File: src/rtl/div_xxbit_restore_pkg.sv
// Shared definitions for the restoring divider: FSM encoding and counter sizing.
package div_pkg;

  typedef enum logic [1:0] {
    DIV_IDLE = 2'd0,
    DIV_CALC = 2'd1,
    DIV_DONE = 2'd2
  } div_state_e;

  // The iteration counter must be able to hold DATA_WIDTH-1.
  function automatic int cnt_width(input int data_width);
    return $clog2(data_width) + 1;
  endfunction

endpackage

File: src/rtl/div_xxbit_restore.sv
// Radix-2 restoring integer divider, one quotient bit per clock, start/end handshake.
// Handshake: i_start is accepted only in IDLE; o_end pulses for one cycle with results valid.
module div_xxbit_restore
  import div_pkg::*;
#(
  parameter int DATA_WIDTH = 8,
  parameter bit SIGNED     = 1'b1
) (
  input  logic                  i_clk,
  input  logic                  i_rst_n,
  input  logic                  i_start,
  input  logic [DATA_WIDTH-1:0] i_num_a,
  input  logic [DATA_WIDTH-1:0] i_num_b,
  output logic                  o_busy,
  output logic                  o_end,
  output logic [DATA_WIDTH-1:0] o_quo,
  output logic [DATA_WIDTH-1:0] o_rem,
  output logic                  o_dzero
);

  localparam int CW = cnt_width(DATA_WIDTH);
  localparam logic [CW-1:0] LAST_CNT = CW'(DATA_WIDTH - 1);
  localparam logic [CW-1:0] CNT_ONE  = CW'(1);

  div_state_e state_q, state_d;

  logic [DATA_WIDTH-1:0] dividend_q;
  logic [DATA_WIDTH-1:0] divisor_q;
  logic [DATA_WIDTH-1:0] rem_q;
  logic [DATA_WIDTH-1:0] quo_q;
  logic [CW-1:0]         cnt_q;
  logic                  neg_q_q;
  logic                  neg_r_q;
  logic                  dz_q;

  logic [DATA_WIDTH-1:0] quo_out_q;
  logic [DATA_WIDTH-1:0] rem_out_q;
  logic                  dz_out_q;
  logic                  end_q;

  logic                  sign_a;
  logic                  sign_b;
  logic [DATA_WIDTH-1:0] abs_a;
  logic [DATA_WIDTH-1:0] abs_b;
  logic                  b_zero;

  logic [DATA_WIDTH:0]   rem_sh;
  logic [DATA_WIDTH-1:0] quo_sh;
  logic [DATA_WIDTH:0]   trial;
  logic                  trial_neg;

  // Magnitudes are unsigned N-bit values, so |MIN| becomes 2^(N-1) without overflow.
  always_comb begin
    sign_a = SIGNED ? i_num_a[DATA_WIDTH-1] : 1'b0;
    sign_b = SIGNED ? i_num_b[DATA_WIDTH-1] : 1'b0;
    abs_a  = sign_a ? -i_num_a : i_num_a;
    abs_b  = sign_b ? -i_num_b : i_num_b;
    b_zero = (i_num_b == '0);
  end

  // Shift {rem,quo} left and subtract; the extra top bit of trial is its sign.
  always_comb begin
    rem_sh    = {rem_q, quo_q[DATA_WIDTH-1]};
    quo_sh    = {quo_q[DATA_WIDTH-2:0], 1'b0};
    trial     = rem_sh - {1'b0, divisor_q};
    trial_neg = trial[DATA_WIDTH];
  end

  always_ff @(posedge i_clk) begin
    if (!i_rst_n) begin
      state_q <= DIV_IDLE;
    end else begin
      state_q <= state_d;
    end
  end

  always_comb begin
    state_d = state_q;
    case (state_q)
      DIV_IDLE: begin
        if (i_start) begin
          state_d = b_zero ? DIV_DONE : DIV_CALC;
        end
      end
      DIV_CALC: begin
        if (cnt_q == LAST_CNT) begin
          state_d = DIV_DONE;
        end
      end
      DIV_DONE: begin
        state_d = DIV_IDLE;
      end
      default: begin
        state_d = DIV_IDLE;
      end
    endcase
  end

  always_ff @(posedge i_clk) begin
    if (!i_rst_n) begin
      dividend_q <= '0;
      divisor_q  <= '0;
      rem_q      <= '0;
      quo_q      <= '0;
      cnt_q      <= '0;
      neg_q_q    <= 1'b0;
      neg_r_q    <= 1'b0;
      dz_q       <= 1'b0;
      quo_out_q  <= '0;
      rem_out_q  <= '0;
      dz_out_q   <= 1'b0;
      end_q      <= 1'b0;
    end else begin
      end_q <= 1'b0;
      case (state_q)
        DIV_IDLE: begin
          if (i_start) begin
            dividend_q <= i_num_a;
            dz_q       <= b_zero;
            divisor_q  <= abs_b;
            quo_q      <= abs_a;
            rem_q      <= '0;
            cnt_q      <= '0;
            neg_q_q    <= sign_a ^ sign_b;
            neg_r_q    <= sign_a;
          end
        end
        DIV_CALC: begin
          rem_q <= trial_neg ? rem_sh[DATA_WIDTH-1:0] : trial[DATA_WIDTH-1:0];
          quo_q <= {quo_sh[DATA_WIDTH-1:1], ~trial_neg};
          cnt_q <= cnt_q + CNT_ONE;
        end
        DIV_DONE: begin
          end_q <= 1'b1;
          if (dz_q) begin
            quo_out_q <= '1;
            rem_out_q <= dividend_q;
            dz_out_q  <= 1'b1;
          end else begin
            quo_out_q <= neg_q_q ? -quo_q : quo_q;
            rem_out_q <= neg_r_q ? -rem_q : rem_q;
            dz_out_q  <= 1'b0;
          end
        end
        default: begin
          end_q <= 1'b0;
        end
      endcase
    end
  end

  assign o_busy  = (state_q == DIV_CALC) || (state_q == DIV_DONE);
  assign o_end   = end_q;
  assign o_quo   = quo_out_q;
  assign o_rem   = rem_out_q;
  assign o_dzero = dz_out_q;

endmodule

File: config.mk
export PLATFORM = sky130hd
export DESIGN_NAME = div_xxbit_restore
export DESIGN_NICKNAME = d
export VERILOG_FILES = /design/src/rtl/div_xxbit_restore_pkg.sv /design/src/rtl/div_xxbit_restore.sv
export SDC_FILE = /design/constraint.sdc
export NUM_CORES = 1
export LEC_CHECK = 0
export ABC_AREA = 1
export BUFFER_PORTS_ARGS = -buffer_cell sky130_fd_sc_hd__buf_2
export CAP_MARGIN = 30
export CORE_AREA = 2 2 86 88
export CTS_CLUSTER_DIAMETER = 60
export DETAILED_ROUTE_END_ITERATION = 10
export DIE_AREA = 0 0 88 90
export GPL_ROUTABILITY_DRIVEN = 0
export PLACE_DENSITY = 0.66
export SETUP_SLACK_MARGIN = 0.1
export SYNTH_ARGS = -nofsm -noshare
export SYNTH_HDL_FRONTEND = slang
export SYNTH_SLANG_ARGS = --single-unit
File: constraint.sdc
create_clock -name i_clk -period 1.9 [get_ports i_clk]
set_input_delay 0.095 -clock i_clk [delete_from_list [all_inputs] [get_ports i_clk]]
set_output_delay 0.095 -clock i_clk [all_outputs]
set_load 0.05 [all_outputs]
==> results.md, run 1 <==
- Syn nets: 535
- Drt wl/cell: 13.38 um
- R2R depth: 9
- Pin count of the biggest net entering global routing: 35
- Die ar.: 7920 um^2
- Die Height: 90 um
- Clock latency on the worst-skew pair: 0.33 ns
- CTS sink cnt: 58
- Top cells by area, synth: dfxtp_1 (34%), nand2_1 (12%), inv_1 (8.2%), nand3_1 (8.1%), a21oi_1 (6.2%)
- WP data required: 2.15 ns
- Vias in the first global route: 3,043
- 1st-iter DRT viols: 191
- Global-route wire length before repair: 14.48 mm
- Seq/Total Area, Yosys: 0.3414
- CP Launch Point: rem_q[2]$_SDFFE_PN0P_
- CP dominant cell by count: nand2_8
- GR Util All Layers: 0.2286
- Boundary pin count: 38
- VDD IR-drop max: 1095 uV
- Min-delay src: i_num_b[0]
- Count leader, synth: nand2_1
- Worst setup margin: 0.07715 ns
- Asr flop ratio synth: 0
- DRC Markers: 0
- Worst-Margin Slew: 0.8160 ns
- Fin. Hold Viols: 0
- Crit path max fanout: 7
- Total of max-cap violations: 0
- Fin. max-slew vios: 0
- Crit share post-route: 0.9594
- Synth Instances: 499
- Largest area contributor in the netlist: dfxtp_1
- Chip width: 88 um
- Predominant post-synthesis flop cell: dfxtp_1
- Slowest CP cell: dfxtp_1
- CTS tree: done
- Row cnt: 31
- Via count: 3,390
- Element type at the critical path end: flip-flop
- Yosys reg bits: 58
- IO Port Bufs: 37
- Final Skew: 0.01006 ns
- Final setup vio count: 0
- P&R area growth vs syn: 21.27%
- Post-route ant nets: 0
- Initial antenna violation count: 0
- Clock buffer depth: 2
- Setup crit start kind: flip-flop
- Post-Syn Area: 3401 um^2
- Pre-antenna DRT Iters: 5
- Vias/cell: 5.231
- WHS Path Cells: 3
- Status: finished clean
- Layout Nets: 580
- Pre-CTS setup slack: 0.02070 ns
- Mean Syn Cell Area: 6.815 um^2
- Leakage: 1.923 nW
- Clock root cell: clkbuf_8
- Max Clock Freq: 548.6 MHz
- Critical Path, Cell by Cell: ha_1 -> or2_4 -> nand3_4 -> nand2_4 -> nand2_8 -> nand2_8 -> nand2_2 -> nand3_2 -> a21oi_2
- Yosys top cell area share: 0.3414
- Most instantiated cells after synthesis: nand2_1 (111), inv_1 (74), dfxtp_1 (58), nand3_1 (55), a21oi_1 (42)
- CTS H-Tree Depth: 3
- Count of cell types in the netlist: 34
- Register clock-pin slew on the reported worst setup and hold paths: 0.06 ns
- Ant. Diodes: 0
- PwrDens: 1604 nW/um^2
- Share of cells above drive strength 1: 0.1931
- Grt total ovfl: 0
- Setup CP Type: reg -> reg
- Setup_tns: 0 ns
- Rel. slew slack: 0.4554
- CTS buffer count: 9
- RSZ-0062 raised after global routing: true
- Hold Crit Class: in -> reg
- Arrival time at the worst endpoint: 2.08 ns
- Final wirelength: 8.669 mm
- CORE AREA: 7020 um^2
- Synth Warn #: 0
- Number of synthesized flops with an enable pin: 0
- Worst r2r src: rem_q[2]$_SDFFE_PN0P_
- Initial Utilization: 0.4844
- Hpwl dp: 6.319 mm
- Final period demand of the worst path: 1.823 ns
- Max incr delay on CP: 0.45 ns
-- worst paths after layout --
check / end / slack, ns
max: rem_q[7]$_SDFFE_PN0P_ / 0.08
min: divisor_q[0]$_SDFFE_PN0P_ / 0.05
max reg2reg: rem_q[7]$_SDFFE_PN0P_ / 0.08
min reg2reg: dividend_q[6]$_SDFFE_PN0P_ / 0.45
-- cell usage in the layout (no fill, tap or decap), types with 3 or more instances in the layout --
master and instances:
xor2_1 9, dfxtp_2 5, nand3_1 54, o21ai_0 37
dfxtp_1 53, buf_4 14, clkbuf_8 11, nand2_1 106
nand3b_1 5, a21oi_1 40, o221ai_1 4, ha_4 5
buf_2 37, o211ai_1 3, nand2_2 6, a211oi_1 3
nor3_1 7, ha_1 11, nor2_2 4, inv_1 72
nand2_4 3, nor2_1 20, a31oi_1 11
-- flip-flops by register name, indices dropped and copies added (netlist names) --
name and cells:
dividend_q 8, cnt_q 4, neg_q_q 1, rem_q 8, o_quo 8, dz_q 1
divisor_q 8, o_dzero 1, quo_q 8, state_q 2, o_rem 8, o_end 1
-- worst max-delay path, delay by kind of cell, from the launching register on --
family / cells / cell delay [ns]
adder cells (fa/ha/maj): 1 / 0.32
flip-flops: 1 / 0.45
AND/OR/NAND/NOR: 7 / 0.85
AO/OA/AOI/OAI: 1 / 0.13
-- per-stage QoR --
step	std cells	hold WS, ns	total power [mW]	cell area (um^2)	util
after floorplan	499	0.2488	4.114	3401	-
after global placement	628	0.3835	4.756	3717	0.5295
after detailed placement	628	0.3913	4.820	3717	0.5295
after CTS	647	0.04347	6.340	4033	0.5744
after global routing	648	0.05764	7.119	4124	0.5874
final	648	0.04756	6.614	4124	0.5874
-- report_power, final --
part	internal (mW)	leakage, nW	switching, mW
sequential	1.51	0.476	0.261
combinational	1.24	1.33	2.29
clock	0.811	0.117	0.504
total	3.56	1.92	3.05
-- what timing repair did --
item / in CTS / in global routing
pin swaps: 5 / 4
gates resized for setup: 14 / 19
hold buffers: 0 / 0
gates cloned: 2 / 0
endpoints found under the setup margin: 9 / 16
buffers inserted: 1 / 1
-- kinds of logic (layout without fill, tap and decap cells) --
group	after synthesis	count (layout)	share of synthesized area
adders and majority gates	17	17	0.06475
DFF	58	58	0.3414
and+or+nand+nor	214	216	0.2829
AOI/OAI and AO/OA	104	104	0.1744
xor gates and xnor gates	11	11	0.02833
buffers and inverters	95	143	0.1082
-- final cells by class --
cell class	count	area, um^2
fillers	646	2897
multi-input cells	348	2023
flip-flops and latches	58	1167
repair buffers	51	290.3
inverters	76	290.3
clock buffers	12	155.1
well taps	99	123.9
clock inverters	4	73.82
-- layer usage --
metal | routed length, um | global-route usage
met3 | 470 | 0.04132
met5 | 0 | 0
met2 | 3972 | 0.3712
met1 | 4112 | 0.3173
met4 | 114 | 0.04359
(Power assumes the default switching activity.)
==> inputs of run 2 (changes only) <==
BUFFER_PORTS_ARGS = default   (was -buffer_cell sky130_fd_sc_hd__buf_2)
DONT_BUFFER_PORTS = 1   (was default)
PLACE_DENSITY = default   (was 0.66)
PLACE_DENSITY_LB_ADDON = 0.2   (was default)
==> results.md, run 2 (synthesis gave the netlist of run 1 again) <==
- Max incr delay on CP: 0.34 ns (-0.11 ns)
- Final period demand of the worst path: 1.819 ns (-0.003785 ns)
- Setup_tns: 0 ns (unchanged)
- Pre-antenna DRT Iters: 5 (unchanged)
- DRC Markers: 0 (unchanged)
- WP data required: 2.15 ns (about the same)
- IO Port Bufs: 0 (-100%)
- Die ar.: 7920 um^2 (unchanged)
- CTS sink cnt: 58 (unchanged)
- Ant. Diodes: 0 (unchanged)
- CORE AREA: 7020 um^2 (unchanged)
- Setup crit start kind: flip-flop
- Commonest non-fill, non-tap cell in the layout: nand2_1
- Hpwl dp: 6.211 mm (-1.7%)
- Initial Utilization: 0.4844 (unchanged)
- Max Clock Freq: 549.7 MHz (+0.21%)
- Most frequent cells in the layout: nand2_1 (106), inv_1 (72), nand3_1 (53)
- CP delay by family, top: simple AND/OR/NAND/NOR gates
- Vias/cell: 5.278 (+0.88%)
- Crit path max fanout: 7 (unchanged)
- Global-route wire length before repair: 14.87 mm (+2.7%)
- Pin count of the biggest net entering global routing: 36 (+2.9%)
- Final wirelength: 8.709 mm (+0.46%)
- Critical Path, Cell by Cell: inv_2 -> ha_4 -> inv_4 -> fa_2 -> nand2_2 -> nand2_2 -> nand3_4 -> nand2_4 -> nand2_8 -> nand2_8 -> nand2_2 -> nand3_1 -> a21oi_2
- Row cnt: 31 (unchanged)
- P&R area growth vs syn: 22.70%
- Share of cells above drive strength 1: 0.1551 (-0.03794)
- Die Height: 90 um (unchanged)
- Arrival time at the worst endpoint: 2.07 ns (about the same)
- Pre-CTS setup slack: 0.007415 ns (-0.01328 ns)
- Element type at the critical path end: flip-flop
- Final Skew: 0.008437 ns (-0.001625 ns)
- RSZ-0062 raised after global routing: true
- Vias in the first global route: 3,175 (+4.3%)
- Worst hold margin: -0.1247 ns (-0.1722 ns)
- GR Util All Layers: 0.2349 (+0.006273)
- Placed inst area: 3585 um^2 (-3.6%)
- Boundary pin count: 38 (unchanged)
- Setup CP Type: reg -> reg
- Cts hold-fix bufs: 11 (+11)
- CP dominant cell by count: nand2_2
- Drt wl/cell: 13.74 um (+2.7%)
- Post-route ant nets: 0 (unchanged)
- Grt total ovfl: 0 (unchanged)
- Final setup vio count: 0 (unchanged)
- Placed Instances: 598 (-4.8%)
- Via count: 3,346 (-1.3%)
- Slowest CP cell: fa_2
- Total of max-cap violations: 0 (unchanged)
- PwrDens: 1618 nW/um^2 (+0.90%)
- Final cell count without fillers: 634 (-2.2%)
- CTS buffer count: 9 (unchanged)
- Initial antenna violation count: 0 (unchanged)
- VDD IR-drop max: 872.5 uV (-20%)
- Layout Nets: 566 (-2.4%)
- Hold Crit Class: in -> reg
- Clock buffer depth: 2 (unchanged)
- Rel. slew slack: 0.4061 (-0.04926)
- Leakage: 1.849 nW (-3.9%)
- Finished Cell Area: 4173 um^2 (+1.2%)
- Fin. Hold Viols: 26 (+26)
- Failing checks: hold timing
- Clock root cell: clkbuf_8
- CTS H-Tree Depth: 3 (unchanged)
- Chip width: 88 um (unchanged)
- CP bufs+invs: 2 (+2)
- Register clock-pin slew on the reported worst setup and hold paths: 0.07 ns (about the same)
- Power Total: 6.752 mW (+2.1%)
- Clock latency on the worst-skew pair: 0.34 ns (about the same)
- Worst-Margin Slew: 0.8898 ns (+0.07380 ns)
- 1st-iter DRT viols: 256 (+34%)
- Status: complete, but fails checks
- Fin. max-slew vios: 0 (unchanged)
- Worst setup margin: 0.08093 ns (+0.003785 ns)
- Fillers: 634 (-1.9%)
- Crit share post-route: 0.9574 (-0.001992)
- CTS tree: done
==> run 2: final cells by class <==
type | instances | area [um^2] | area share
Tap cell | 99 | 123.9 | 0.02969
Clock inverter | 4 | 98.84 | 0.02369
Timing Repair Buffer | 37 | 309.0 | 0.07406
Multi-Input combinational cell | 348 | 2039 | 0.4888
Sequential cell | 58 | 1169 | 0.2801
Inverter | 76 | 287.8 | 0.06897
Clock buffer | 12 | 145.1 | 0.03478
==> run 2: metrics by stage <==
| step | hold slack (ns) | util |
|---|---|---|
| finish | -0.1247 | 0.5944 |
| detailed placement | 0.2070 | 0.5106 |
| floorplan | 0.2488 | - |
| global placement | 0.2027 | 0.5106 |
| CTS | -0.1385 | 0.5760 |
| global route | -0.1343 | 0.5944 |
==> run 2: worst reg2reg max path: cells and delay by family (launching register included) <==
family / cells / cell delay [ns]
simple gates: 8 / 0.70
flops: 1 / 0.32
buf+inv: 2 / 0.09
fa+ha+maj: 2 / 0.47
compound gates: 1 / 0.15
==> run 2: power breakdown <==
| group | total [mW] | switching, mW | internal (mW) | leakage (nW) |
|---|---|---|---|---|
| clock | 1.41 | 0.502 | 0.911 | 0.121 |
| sequential | 1.91 | 0.398 | 1.51 | 0.477 |
| combinational | 3.43 | 2.15 | 1.29 | 1.25 |
==> run 2: worst paths after layout <==
| kind | depth (start not counted) | end | startpoint | slack, ns |
|---|---|---|---|---|
| setup / recovery | 13 | rem_q[1]$_SDFFE_PN0P_ | quo_q[7]$_SDFFE_PN0P_ | 0.08 |
| hold / removal | 2 | quo_q[1]$_SDFFE_PN0P_ | i_rst_n | -0.12 |
| setup reg to reg | 13 | rem_q[1]$_SDFFE_PN0P_ | quo_q[7]$_SDFFE_PN0P_ | 0.08 |
| hold reg to reg | 2 | dividend_q[6]$_SDFFE_PN0P_ | dividend_q[6]$_SDFFE_PN0P_ | 0.45 |
==> run 2: what timing repair did <==
| action | 4_1_cts | 5_1_grt |
|---|---|---|
| endpoints found under the setup margin | 9 | 12 |
| gates resized for setup | 11 | 26 |
| endpoints found under the hold margin | 37 | 26 |
| pin swaps | 8 | 12 |
| setup buffers | 6 | 1 |
| gates cloned | 2 | 0 |
==> run 2: per-layer routing <==
layer / GRT usage / vias up / routed length (um)
met3: 0.05142 / 12 / 461
met1: 0.3210 / 1524 / 4134
met2: 0.3649 / 99 / 3986
met5: 0 / - / 0
met4: 0.07692 / 0 / 127
li1: - / 1711 / -
==> inputs of run 3 (changes only) <==
CORE_AREA = 2 2 99 77   (was 2 2 86 88)
DIE_AREA = 0 0 101 79   (was 0 0 88 90)
==> results.md, run 3 (synthesis gave the netlist of run 1 again) <==
- Setup crit start kind: flip-flop
- Finished Cell Area: 4128 um^2 (-1.1%)
- Via count: 3,372 (+0.78%)
- Worst hold margin: 0.01131 ns (+0.1360 ns)
- WHS Path Cells: 3 (+1)
- Total of max-cap violations: 0 (unchanged)
- Arrival time at the worst endpoint: 2.07 ns (about the same)
- Power Total: 6.349 mW (-6.0%)
- Reg2reg end: rem_q[5]$_SDFFE_PN0P_
- Final setup vio count: 0 (unchanged)
- Vias/cell: 5.335 (+1.1%)
- Die Height: 79 um (-12%)
- Leakage: 1.889 nW (+2.1%)
- Crit path max fanout: 5 (-2)
- Sw Share: 0.4602 (+0.009002)
- GR Util All Layers: 0.2461 (+0.01122)
- Clock power share: 0.182 (-0.027)
- Setup CP Type: reg -> reg
- Fin. max-slew vios: 0 (unchanged)
- Worst reg2reg setup slack: 0.06 ns (-0.02 ns)
- Rel. slew slack: 0.6531 (+0.2470)
- Grt total ovfl: 0 (unchanged)
- WHS Endpoint: divisor_q[6]$_SDFFE_PN0P_
- DRC Markers: 0 (unchanged)
- Clock latency on the worst-skew pair: 0.34 ns (about the same)
- Pre-antenna DRT Iters: 4 (-1)
- IO Port Bufs: 0 (unchanged)
- Clock root cell: clkbuf_8
- Final period demand of the worst path: 1.840 ns (+0.02073 ns)
- Sequential fraction of design power: 0.295 (+0.013)
- Status: finished clean
- Pin count of the biggest net entering global routing: 35 (-2.8%)
- Hold Crit Class: in -> reg
- Combinational Power Share: 0.522 (+0.014)
- Fin. Hold Viols: 0 (-100%)
- P&R area growth vs syn: 21.38%
- PwrDens: 1538 nW/um^2 (-4.9%)
- Crit share post-route: 0.9683 (+0.01091)
- Internal Power: 3.427 mW (-7.5%)
- Die ar.: 7979 um^2 (+0.74%)
- CTS buffer count: 9 (unchanged)
- Placed Instances: 591 (-1.2%)
- CTS tree: done
- Max Clock Freq: 543.5 MHz (-1.1%)
- Chip width: 101 um (+15%)
- Initial Utilization: 0.4794 (-0.005041)
- Post-route ant nets: 0 (unchanged)
- Worst r2r src: quo_q[7]$_SDFFE_PN0P_
- Register clock-pin slew on the reported worst setup and hold paths: 0.06 ns (about the same)
- Global-route wire length before repair: 15.41 mm (+3.7%)
- Drt wl/cell: 14.28 um (+4.0%)
- Ant. Diodes: 0 (unchanged)
- CTS H-Tree Depth: 3 (unchanged)
- Final Skew: 0.006351 ns (-0.002086 ns)
- Row cnt: 27 (-13%)
- CTS sink cnt: 58 (unchanged)
- Final cell count without fillers: 632 (-0.32%)
- Worst-Margin Slew: 0.5197 ns (-0.3702 ns)
- 1st-iter DRT viols: 184 (-28%)
- CP dominant cell by count: nand2_4
- Share of cells above drive strength 1: 0.1376 (-0.01753)
- Boundary pin count: 38 (unchanged)
- Initial antenna violation count: 0 (unchanged)
- Psw: 2.922 mW (-4.1%)
- Max incr delay on CP: 0.40 ns (+0.06 ns)
- Placed inst area: 3620 um^2 (+0.98%)
- WP data required: 2.13 ns (-0.02 ns)
- Critical Path, Cell by Cell: inv_2 -> ha_4 -> inv_4 -> fa_2 -> nand2_2 -> nand2_4 -> nand3_4 -> nand2_4 -> nand2_4 -> buf_4 -> nand3_1 -> nand3_1 -> a21oi_2
- R2R depth: 13 (unchanged)
- VDD IR-drop max: 1110 uV (+27%)
- Clock buffer depth: 2 (unchanged)
- Layout Nets: 576 (+1.8%)
- Most frequent cells in the layout: nand2_1 (109), inv_1 (71), dfxtp_1 (56)
- CORE AREA: 7094 um^2 (+1.1%)
- Final wirelength: 9.027 mm (+3.7%)
- Commonest non-fill, non-tap cell in the layout: nand2_1
- Hpwl dp: 6.396 mm (+3.0%)
- Element type at the critical path end: flip-flop
- RSZ-0062 raised after global routing: true
- Min-delay src: i_num_b[7]
- Vias in the first global route: 3,302 (+4.0%)
- Slowest CP cell: fa_2
-- run 3: cell types whose count changed in the layout (fill, tap and decap cells not counted), moves of 3 or more --
cell	change
buf_4	+6
dfxtp_1	+4
dfxtp_2	-4
dlygate4sd3_1	+4
ha_1	+5
ha_4	-4
nand2_1	+3
nand2_2	-3
-- run 3: timing repair --
| action | CTS | global route |
|---|---|---|
| endpoints found under the hold margin | 37 | 0 |
| setup endpoints to repair | 7 | 22 |
| pin swaps | 0 | 8 |
| resized for setup | 4 | 15 |
| cloned | 1 | 0 |
| hold buffers | 15 | 0 |
| setup buffers | 0 | 8 |
-- run 3: power by group through the flow --
stage | Clock [mW] | Combinational [mW] | Sequential [mW]
2_1_floorplan | 0 | 2.22 | 1.89
3_3_place_gp | 0 | 2.86 | 1.89
5_1_grt | 1.24 | 3.72 | 1.92
6_report | 1.16 | 3.32 | 1.87
4_1_cts | 1.18 | 3.04 | 1.87
3_5_place_dp | 0 | 2.92 | 1.89
-- run 3: critical path, delay by kind of cell, from the launching register on --
family                     cells  cell delay [ns]
AOI/OAI and AO/OA              1             0.06
and+or+nand+nor                7             0.60
buffers and inverters          3             0.22
adders and majority gates      2             0.53
DFF                            1             0.32
-- run 3: how the worst max path moves through the flow --
stage                           from               endpoint  slack (ns)  cells after the start
3_3_place_gp   quo_q[7]$_SDFFE_PN0P_  rem_q[7]$_SDFFE_PN0P_        0.08                     13
2_1_floorplan  quo_q[7]$_SDFFE_PN0P_  rem_q[7]$_SDFFE_PN0P_        0.15                     13
4_1_cts        quo_q[7]$_SDFFE_PN0P_  rem_q[5]$_SDFFE_PN0P_        0.10                     12
5_1_grt        quo_q[7]$_SDFFE_PN0P_  rem_q[7]$_SDFFE_PN0P_       -0.03                     13
3_5_place_dp   quo_q[7]$_SDFFE_PN0P_  rem_q[5]$_SDFFE_PN0P_        0.03                     13
6_report       quo_q[7]$_SDFFE_PN0P_  rem_q[5]$_SDFFE_PN0P_        0.06                     13
-- run 3: area by class of cell --
cell class | count | area, um^2
fillers | 684 | 2967
clock inverters | 2 | 35.03
multi-input cells | 347 | 1936
inverters | 76 | 291.5
clock buffers | 14 | 162.7
repair buffers | 48 | 430.4
flip-flops and latches | 58 | 1164
well taps | 87 | 108.9
-- run 3: per-stage QoR --
step | util | setup WS, ns | TNS [ns]
final | 0.5818 | 0.06021 | 0
after floorplan | - | 0.1509 | 0
after global routing | 0.5818 | -0.03004 | -0.1466
after detailed placement | 0.5102 | 0.03127 | 0
after global placement | 0.5102 | 0.08214 | 0
after CTS | 0.5628 | 0.1044 | 0
-- run 3: metal layers --
layer / routed length, um / up-vias / part of all wire / track usage
met4: 164 / 0 / 0.018 / 0.09324
met2: 3815 / 97 / 0.42 / 0.3667
met3: 647 / 16 / 0.072 / 0.06162
met5: 0 / - / 0 / 0
met1: 4400 / 1530 / 0.49 / 0.3428
li1: - / 1729 / - / -
